`src/rtl/sar_pkg.sv`:
```
// Shared types and constants for the successive-approximation search controller.
package sar_pkg;

    typedef enum logic [1:0] {
        IDLE   = 2'd0,
        PROBE  = 2'd1,
        VERIFY = 2'd2,
        DONE   = 2'd3
    } sar_state_e;

    localparam int SAR_WIDTH_DEF = 4;

    // Bit positions inside the {greater, equal, less} flag vector
    localparam int LT = 0;
    localparam int EQ = 1;
    localparam int GT = 2;

    function automatic logic flags_onehot(input logic [2:0] flags);
        return (flags == 3'b001) || (flags == 3'b010) || (flags == 3'b100);
    endfunction

endpackage

```
`src/rtl/sar_search_ctrl.sv`:
```
// SAR search controller: binary-searches a hidden target MSB first through an external comparator.
// Optional macro SAR_FLAG_CHECK_EN adds the flag_err output and aborts on non-one-hot flags.
module sar_search_ctrl
    import sar_pkg::*;
#(
    parameter int WIDTH = SAR_WIDTH_DEF
) (
    input  logic             clk,
    input  logic             rst,
    input  logic             start,
    input  logic             less,
    input  logic             equal,
    input  logic             greater,
    output logic [WIDTH-1:0] trial,
    output logic             busy,
    output logic             done,
    output logic             found,
    output logic [WIDTH-1:0] result
`ifdef SAR_FLAG_CHECK_EN
    ,
    output logic             flag_err
`endif
);

    localparam int IDX_W = (WIDTH > 1) ? $clog2(WIDTH) : 1;

    sar_state_e        state_r, state_next_s;
    logic [IDX_W-1:0]  idx_r, idx_next_s;
    logic [WIDTH-1:0]  trial_r, trial_next_s, adj_s;
    logic [WIDTH-1:0]  result_r, result_next_s;
    logic              found_r, found_next_s;
    logic              busy_r, busy_next_s;
    logic              done_r, done_next_s;
    logic              err_r, err_next_s;
    logic [2:0]        flags_s;
    logic              flags_bad_s;

    assign flags_s = {greater, equal, less};

`ifdef SAR_FLAG_CHECK_EN
    assign flags_bad_s = !flags_onehot(flags_s);
`else
    assign flags_bad_s = 1'b0;
`endif

    // Next-state and next-output computation
    always_comb begin
        state_next_s  = state_r;
        idx_next_s    = idx_r;
        trial_next_s  = trial_r;
        result_next_s = result_r;
        found_next_s  = found_r;
        err_next_s    = 1'b0;
        adj_s         = trial_r;

        case (state_r)
            IDLE: begin
                if (start) begin
                    trial_next_s          = '0;
                    trial_next_s[WIDTH-1] = 1'b1;
                    idx_next_s            = IDX_W'(WIDTH - 1);
                    found_next_s          = 1'b0;
                    state_next_s          = PROBE;
                end else begin
                    state_next_s = IDLE;
                end
            end
            PROBE: begin
                if (flags_bad_s) begin
                    found_next_s  = 1'b0;
                    result_next_s = trial_r;
                    err_next_s    = 1'b1;
                    state_next_s  = DONE;
                end else begin
                    // Priority: equal exits, then greater clears, otherwise (less or nothing) keep
                    casez (flags_s)
                        3'b?1?: begin
                            result_next_s = trial_r;
                            found_next_s  = 1'b1;
                            state_next_s  = DONE;
                        end
                        3'b1?0,
                        3'b1?1: adj_s[idx_r] = 1'b0;
                        default: adj_s[idx_r] = trial_r[idx_r];
                    endcase
                    if (!flags_s[EQ]) begin
                        if (idx_r != '0) begin
                            adj_s[idx_r - 1'b1] = 1'b1;
                            idx_next_s          = idx_r - 1'b1;
                        end else begin
                            state_next_s = VERIFY;
                        end
                        trial_next_s = adj_s;
                    end else begin
                        trial_next_s = trial_r;
                    end
                end
            end
            VERIFY: begin
                if (flags_bad_s) begin
                    found_next_s = 1'b0;
                    err_next_s   = 1'b1;
                end else begin
                    found_next_s = flags_s[EQ];
                end
                result_next_s = trial_r;
                state_next_s  = DONE;
            end
            DONE: begin
                state_next_s = IDLE;
            end
            default: begin
                state_next_s = IDLE;
            end
        endcase

        busy_next_s = (state_next_s == PROBE) || (state_next_s == VERIFY);
        done_next_s = (state_next_s == DONE);
    end

    // State and registered outputs
    always_ff @(posedge clk) begin
        if (rst) begin
            state_r  <= IDLE;
            idx_r    <= IDX_W'(WIDTH - 1);
            trial_r  <= '0;
            result_r <= '0;
            found_r  <= 1'b0;
            busy_r   <= 1'b0;
            done_r   <= 1'b0;
            err_r    <= 1'b0;
        end else begin
            state_r  <= state_next_s;
            idx_r    <= idx_next_s;
            trial_r  <= trial_next_s;
            result_r <= result_next_s;
            found_r  <= found_next_s;
            busy_r   <= busy_next_s;
            done_r   <= done_next_s;
            err_r    <= err_next_s;
        end
    end

    assign trial  = trial_r;
    assign busy   = busy_r;
    assign done   = done_r;
    assign found  = found_r;
    assign result = result_r;

`ifdef SAR_FLAG_CHECK_EN
    assign flag_err = err_r;
`else
    logic unused_err_s;
    assign unused_err_s = err_r;
`endif

endmodule

```
`config.mk`:
```
export PLATFORM = sky130hd
export DESIGN_NAME = sar_search_ctrl
export DESIGN_NICKNAME = d
export VERILOG_FILES = /design/src/rtl/sar_pkg.sv /design/src/rtl/sar_search_ctrl.sv
export SDC_FILE = /design/constraint.sdc
export NUM_CORES = 1
export LEC_CHECK = 0
export CAP_MARGIN = 20
export CORE_MARGIN = 2
export CORE_UTILIZATION = 35
export DETAILED_ROUTE_END_ITERATION = 16
export HOLD_SLACK_MARGIN = 0.1
export PLACE_DENSITY_LB_ADDON = 0.2
export SLEW_MARGIN = 15
export SYNTH_ARGS = -nofsm -noshare
export SYNTH_HDL_FRONTEND = slang
export SYNTH_SLANG_ARGS = --single-unit
```
`constraint.sdc`:
```
create_clock -name clk -period 1.6 [get_ports clk]
set_input_delay 0.16 -clock clk [delete_from_list [all_inputs] [get_ports clk]]
set_output_delay 0.16 -clock clk [all_outputs]
set_load 0.01 [all_outputs]
```
==> metrics.yaml <==
synth_most_common_cell: "dfxtp_1"
ys_seq_elements: 15
clk_pin_slew_ns: 0.09
cts.path.max_buffers: 2
grt_pass1_wl_um: 3620
rsz0062_at_grt: "yes"
cts.sinks: 15
drive_above_1_share_pct: 29.1
p_leak_nw: 0.538
vias: 865
slew_headroom_pct: 74.5
place_congestion: 0.883
worst_pin_slew_ns: 0.382
die_area_sq_um: 2910
fin_crit_sh_pct: 96.4
grt_overflow: 0
cts_tree: "yes"
fin_crit_ns: 1.54
area_growth_pct: 50.6
row_count: 18
final_cells: 171
core_sq_um: 2430
hold_class: "register to register"
wire_per_inst_um: 13.5
drtAntennaViolNets: 0
ios: 17
cts_hold_buffers: 0
htreeDepth: 1
p_total_mw: 1.00
cp-end-kind: "register"
finalNetCount: 159
cts_made_buffers: 3
synthTopCellsByArea: "dfxtp_1 34%, ha_1 16%, a21oi_1 5.2%"
utilization_pct: 54.2
setup_viol: 0
synth-async-reset-ratio_pct: 0
root_buffer: "clkbuf_4"
timing.critical_path.from_type: "register"
synth_area_leader_cell: "dfxtp_1"
crit_arrival_ns: 1.71
maxCapViolations: 0
powerDensity_nw_per_um2: 759
synth_top_area_share_pct: 34.3
firstDrtPassIters: 4
syn_area_per_cell_sq_um: 8.75
synthFlopType: "dfxtp_1"
first_global_vias: 817
dp_hpwl_um: 1690
status: "finished, final reports clean"
timing.fmax_mhz: 649
crit_type: "register to register"
drt_iter0_drc: 15
fp.dieH_um: 54.0
yosysWarnings: 0
antenna_cells: 0
die_x_um: 54.0
dp_slack_ns: -0.0345
hold_violations: 0
clock_latency_ns: 0.29
drv_slew: 0
finClkSkew_ns: 0.00205
drc: 0
synth_seq_area_share_pct: 34.3
totalWireLength_um: 2320
path_max_fanout: 4
fin_ws_ns: 0.0580
worstPathRequired_ns: 1.77
syn-num-nets: 117
synth_cell_types: 27
antenna_found_initial: 0
viasPerCell: 5.06
syn_area_sq_um: 875
vdd_drop_max_uv: 626
initial_utilization_pct: 36.0
io_buffers: 15
synthesis.instances: 100
grt_usage_pct: 17.6
place_inst: 164
synth_common_cells: "15 x dfxtp_1, 11 x ha_1, 11 x nand2_1"
synth_edf_count: 0
grt_max_degree: 10
[flip-flops by register name (all words and copies together), names as in the netlist]
name,flops
busy,1
done,1
found,1
idx_r,2
result,4
state_r,2
trial,4
[cells by family after synthesis]
| kind of cell | after synthesis | synth area share, % |
|---|---|---|
| and+or+nand+nor | 32 | 19.5 |
| buffers and inverters | 9 | 3.86 |
| AOI/OAI and AO/OA | 31 | 22.9 |
| DFF | 15 | 34.3 |
| muxes | 2 | 3.72 |
| adders and majority gates | 11 | 15.7 |
[cell usage in the layout, fill, tap and decap left out, types with 2 or more instances in the layout]
cell	n
a21oi_1	9
a21o_1	2
dfxtp_4	2
o31ai_1	2
a211oi_1	2
o2111ai_1	3
a31oi_1	2
o21ai_0	4
inv_1	5
nor2b_1	7
buf_4	24
clkbuf_4	3
clkdlybuf4s50_1	15
nand3_1	5
inv_2	2
nand2b_1	2
dfxtp_1	13
ha_1	8
ha_4	2
nand2_1	11
[per-layer routing]
layer | track usage, % | vias up | part of all wire [%]
met2 | 27.6 | 7 | 49
li1 | - | 444 | -
met1 | 22.4 | 412 | 48
met3 | 5.00 | 2 | 2.0
met5 | 0 | - | 0
met4 | 7.50 | 0 | 1.3
[where the power goes]
group	internal (mW)	total [mW]	switching [mW]
combinational	0.189	0.360	0.170
clock	0.0930	0.222	0.129
sequential	0.400	0.419	0.0185
[critical path, stage by stage, from the launching register on]
cell	delay, ns
dfxtp_4	0.38
mux4_2	0.50
nor2b_4	0.15
a222oi_1	0.29
o31ai_1	0.10
[through the flow]
stage / hold WS (ns) / setup TNS [ns] / area, sq um
after floorplan: 0.232 / -0.0000930 / 888
after detailed placement: 0.454 / -0.0777 / 1230
after global placement: 0.448 / -0.0680 / 1230
after CTS: 0.471 / 0 / 1260
after global routing: 0.493 / -0.0497 / 1320
final: 0.467 / 0 / 1320
[layout make-up]
type,instances,area (sq um)
inverter,7,26.3
clock buffer,3,22.5
tap,30,37.5
clock inverter,1,5.00
sequential,15,308
fill,242,1110
multi-input combinational,76,588
timing repair buffer,39,330
[repair_timing]
item	in CTS	in global routing
gates cloned	0	0
buffers inserted	0	3
gates resized for setup	3	10
pin swaps	0	4
endpoints found under the setup margin	5	7
[path summary, 6_finish.rpt]
| kind | cells after the start | end | from | slack, ns |
|---|---|---|---|---|
| worst max-delay path | 4 | trial[0] | idx_r[0] | 0.06 |
| worst min-delay path | 2 | result[1] | result[1] | 0.47 |
| worst max register to register | 4 | trial[0] | idx_r[0] | 0.06 |
| worst min register to register | 2 | result[1] | result[1] | 0.47 |
Note: power is estimated with default switching activity, not from simulation.
